<file path="src/rtl/mem_port_arbiter.sv">
// Two-requester arbiter (instruction fetch, data memory) for one shared
// single-port memory. One transaction at a time, LAT busy cycles each,
// and round-robin between the requesters when both are waiting.
//
// Handshake: a requester raises x_req and holds its address/data stable.
// x_done is a one-cycle pulse in the last busy cycle of its transaction.
// Once a transaction is granted it always runs to completion, even if
// x_req drops. A requester that still holds x_req after x_done is treated
// as a new request in the next IDLE cycle.
module mem_port_arbiter #(
  parameter int N   = 32,
  parameter int LAT = 1
) (
  input  logic         clk,
  input  logic         reset,
  input  logic         if_req,
  input  logic [N-1:0] if_addr,
  input  logic         dm_req,
  input  logic         dm_we,
  input  logic [N-1:0] dm_addr,
  input  logic [N-1:0] dm_wdata,
  input  logic [N-1:0] mem_rdata,
  output logic         sel,
  output logic         mem_en,
  output logic         mem_we,
  output logic [N-1:0] mem_addr,
  output logic [N-1:0] mem_wdata,
  output logic         if_done,
  output logic         dm_done,
  output logic [N-1:0] if_rdata,
  output logic [N-1:0] dm_rdata,
  output logic         if_stall,
  output logic         dm_stall,
  output logic [1:0]   dbg_state_o
);

  typedef enum logic [1:0] {
    IDLE    = 2'd0,
    BUSY_IF = 2'd1,
    BUSY_DM = 2'd2
  } state_t;

  // The counter is loaded with LAT-1 so that the busy phase lasts LAT cycles.
  localparam logic [3:0] CNT_LOAD = 4'(LAT - 1);

  state_t     state_q, state_d;
  logic [3:0] cnt_q,   cnt_d;
  logic       last_q,  last_d;   // 0: fetch served last, 1: data served last

  logic busy_if;
  logic busy_dm;

  assign busy_if     = (state_q == BUSY_IF);
  assign busy_dm     = (state_q == BUSY_DM);
  assign dbg_state_o = state_q;

  // State, counter and round-robin registers; reset clears them at once.
  always_ff @(posedge clk or posedge reset) begin
    if (reset) begin
      state_q <= IDLE;
      cnt_q   <= 4'd0;
      last_q  <= 1'b0;
    end else begin
      state_q <= state_d;
      cnt_q   <= cnt_d;
      last_q  <= last_d;
    end
  end

  // Next state: arbitrate in IDLE, count down while busy.
  always_comb begin
    state_d = state_q;
    cnt_d   = cnt_q;
    last_d  = last_q;
    case (state_q)
      IDLE: begin
        // With both requesting, serve the side that was not served last.
        if (if_req && (!dm_req || last_q)) begin
          state_d = BUSY_IF;
          cnt_d   = CNT_LOAD;
          last_d  = 1'b0;
        end else if (dm_req) begin
          state_d = BUSY_DM;
          cnt_d   = CNT_LOAD;
          last_d  = 1'b1;
        end
      end
      BUSY_IF, BUSY_DM: begin
        if (cnt_q != 4'd0) begin
          cnt_d = cnt_q - 4'd1;
        end else begin
          state_d = IDLE;
        end
      end
      default: begin
        state_d = IDLE;
      end
    endcase
  end

  // Memory port drive and requester responses, all derived from state.
  always_comb begin
    sel       = busy_dm;
    mem_en    = busy_if || busy_dm;
    mem_we    = 1'b0;
    mem_addr  = '0;
    mem_wdata = '0;
    if (busy_if) begin
      mem_addr = if_addr;
    end else if (busy_dm) begin
      mem_addr  = dm_addr;
      mem_we    = dm_we;
      mem_wdata = dm_wdata;
    end
    if_done  = busy_if && (cnt_q == 4'd0);
    dm_done  = busy_dm && (cnt_q == 4'd0);
    if_rdata = if_done ? mem_rdata : '0;
    dm_rdata = (dm_done && !dm_we) ? mem_rdata : '0;
    // Stall is masked during reset so every output reads 0 then.
    if_stall = !reset && if_req && !if_done;
    dm_stall = !reset && dm_req && !dm_done;
  end

endmodule

</file>
<file path="config.mk">
export PLATFORM = sky130hd
export DESIGN_NAME = mem_port_arbiter
export DESIGN_NICKNAME = d
export VERILOG_FILES = /design/src/rtl/mem_port_arbiter.sv
export SDC_FILE = /design/constraint.sdc
export NUM_CORES = 1
export LEC_CHECK = 0
export CORE_AREA = 2 2 106 108
export CTS_CLUSTER_SIZE = 12
export DETAILED_ROUTE_END_ITERATION = 8
export DIE_AREA = 0 0 108 110
export DONT_BUFFER_PORTS = 1
export PLACE_DENSITY = 0.3
export SKIP_CTS_REPAIR_TIMING = 1
export SKIP_LAST_GASP = 1
export SLEW_MARGIN = 40
export SYNTH_ARGS = -nofsm -noshare
export SYNTH_HDL_FRONTEND = slang
export SYNTH_SLANG_ARGS = --single-unit
</file>
<file path="constraint.sdc">
create_clock -name clk -period 1.78 [get_ports clk]
set_clock_uncertainty 0.2 [all_clocks]
set_input_delay 0.178 -clock clk [delete_from_list [all_inputs] [get_ports clk]]
set_output_delay 0.178 -clock clk [all_outputs]
set_load 0.01 [all_outputs]
</file>
==> reports/qor.txt <==
Die X-Extent: 108 µm
first-pass GRT wire length: 8630 µm
nets: 469
area leader, netlist: and2_1
DRC violations left: 0
Cell Rows: 38
reg-to-reg startpoint: cnt_q[1]
starting density of the core: 15.6%
worst hold path stage count: 2
Internal: 3.34 mW
actual slew at the worst max-slew pin: 0.583 ns
fin util: 35.9%
Area Growth Syn to Fin: 130%
sequential fraction of the synthesis area: 10.5%
number of synthesized register bits: 7
Static Leak: 1.65 nW
cts bufs inserted: 3
global route overflow: 0
syn avg cell area: 6.05 µm²
Hold Vio Cnt, Final: 0
worst reg2reg path endpoint: cnt_q[1]
Peak Freq: 0.453 GHz
worst hold start: dm_req
number of synthesized flops with an enable pin: 0
VDD IR max: 740 µV
clock transition at the registers of the reported paths: 0.04 ns
clk sinks: 7
critical path capture point type: primary output
Hold Crit Class: input port to flop
reg2reg setup slack: -0.21 ns
CTS tree: yes
antenna viol nets, final: 0
clock root cell: clkbuf_8
# H-tree levels: 1
slew margin rel.: 61.1%
share of cells above drive strength 1: 80.6%
Switch Pwr: 2.92 mW
Comb power frac: 92.6%
clk buf depth: 2
Synth Instances: 276
Sequential Power Share: 3.8%
async set-reset flop share out of synthesis: 100%
Clk Latency, worst-skew pair: 0.22 ns
Synth top cells by count: nand2_1, and2_1, o21ai_0, and3_1, and2_2
Post-Syn Nets: 414
crit path setup slack, layout: -0.428 ns
Clock power frac: 3.6%
Max Cap Viol: 0
Pwr Density: 1630 nW/µm²
Tmin final: 2.21 ns
Ys Warns: 0
sw frac: 46.6%
hold endpoint: dbg_state_o[0]
Vias: 2,307
Main synth FF type: dfrtp_1
setup violators final: 136
max-slew violations: 0
top cells by area, synth: and2_1, nand2_1, and3_1
global-route usage over all layers: 9.43%
Iter 0 DRT Violations: 63
drt total wl: 10,100 µm
number of global-route vias before repair: 1,661
Die H: 110 µm
port bufs: 0
HPWL after detailed placement: 5910 µm
crit path max fanout: 32
pre-CTS WS: -0.180 ns
Critical Path RT: 1.40 ns
FF-to-FF path depth: 10
Fill cells: 1,035
initial antenna violation count: 1
Core ar.: 10,700 µm²
n_diodes: 0
first drt pass iteration count: 4
Ports: 270
Final Cycle Share: 124%
CP Class: flop to primary output
RSZ-0062 raised after global routing: yes
Mapped Area: 1670 µm²
die area: 11,900 µm²
area share of the largest cell type after synthesis: 15.7%
status: finished, violations left
routed len/inst: 21.5 µm
failing checks: negative setup slack
cell with the most instances after synthesis: nand2_1
post-synth cell types: 30
CP startpoint kind: flop
largest net degree at the start of global routing: 36
number of vias per cell: 4.91
Critical Path AT: 1.83 ns
gp weighted congestion: 0.767
[worst max-delay path, cell delays in order (launching register included)]
cell and delay [ns]:
dfrtp_1 0.39, inv_2 0.09, ha_4 0.13, or3b_4 0.38, nor3b_4 0.22, buf_12 0.19
and2_1 0.20
[logic make-up after synthesis]
group           Yosys count  synth area share, %
compound gates           44                 14.4
fa+ha+maj                 5                 3.75
buf+inv                  31                 7.34
flops                     7                 10.5
simple gates            189                 64.0
[per-stage QoR]
step                      TNS, ns  total power, mW  hold WS, ns  std cells  cell area, µm²
after CTS                  -35.31             3.48       -0.400        427            2210
after floorplan             -4.93             2.31       -0.219        276            1760
final                      -32.38             6.27     0.000613        470            3840
after detailed placement    -6.57             3.24       -0.160        423            2160
after global placement      -7.62             3.26       -0.156        423            2160
after global routing       -40.11             6.59      0.00662        470            3840
[worst max path at each step]
stage,start,end,slack [ns],cells past startpoint
detailed placement,cnt_q[1],dm_rdata[5],-0.18,6
global route,cnt_q[1],dm_rdata[6],-0.53,6
finish,cnt_q[1],dm_rdata[5],-0.43,6
CTS,cnt_q[1],dm_rdata[5],-0.42,6
floorplan,cnt_q[1],dm_rdata[5],-0.17,6
global placement,cnt_q[1],dm_rdata[5],-0.16,6
[per-layer routing]
metal  global-route usage [%]  vias to the layer above  wire, µm
met1                     9.93                     1078      3430
li1                         -                     1032         -
met3                     1.29                       16       836
met4                     2.20                        0       198
met5                        0                        -         0
met2                     19.5                      181      5660
[power by group through the flow]
| stage | clock network (mW) | registers (mW) | logic (mW) |
|---|---|---|---|
| after floorplan | 0 | 0.242 | 2.07 |
| after global placement | 0 | 0.235 | 3.02 |
| after detailed placement | 0 | 0.235 | 3.00 |
| after CTS | 0.230 | 0.232 | 3.02 |
| after global routing | 0.242 | 0.241 | 6.11 |
| final | 0.225 | 0.236 | 5.80 |
[flip-flops by register name (all words and copies together) (netlist names)]
| signal | count |
|---|---|
| dbg_state_o | 2 |
| cnt_q | 4 |
| last_q | 1 |
[final cells by class]
type                    count  area [µm²]  area share, %
clock buffers               4        45.0           1.17
inverters                   5        21.3          0.554
multi-input cells         238        2280           59.6
flip-flops and latches      7         176           4.60
well taps                 140         175           4.57
repair buffers             76        1130           29.5
[layout by cell type, fill, tap and decap left out, types with 4 or more instances in the layout]
| cell | count |
|---|---|
| buf_4 | 26 |
| nor3b_4 | 4 |
| and3_4 | 32 |
| buf_8 | 5 |
| buf_6 | 12 |
| nand2_1 | 24 |
| clkbuf_16 | 18 |
| nand2_4 | 21 |
| nand2_2 | 22 |
| o21ai_0 | 4 |
| buf_12 | 11 |
| ha_4 | 4 |
| o21ai_4 | 28 |
| and2_2 | 26 |
| and2_4 | 39 |
| dfrtp_1 | 6 |
(Power assumes the default switching activity.)
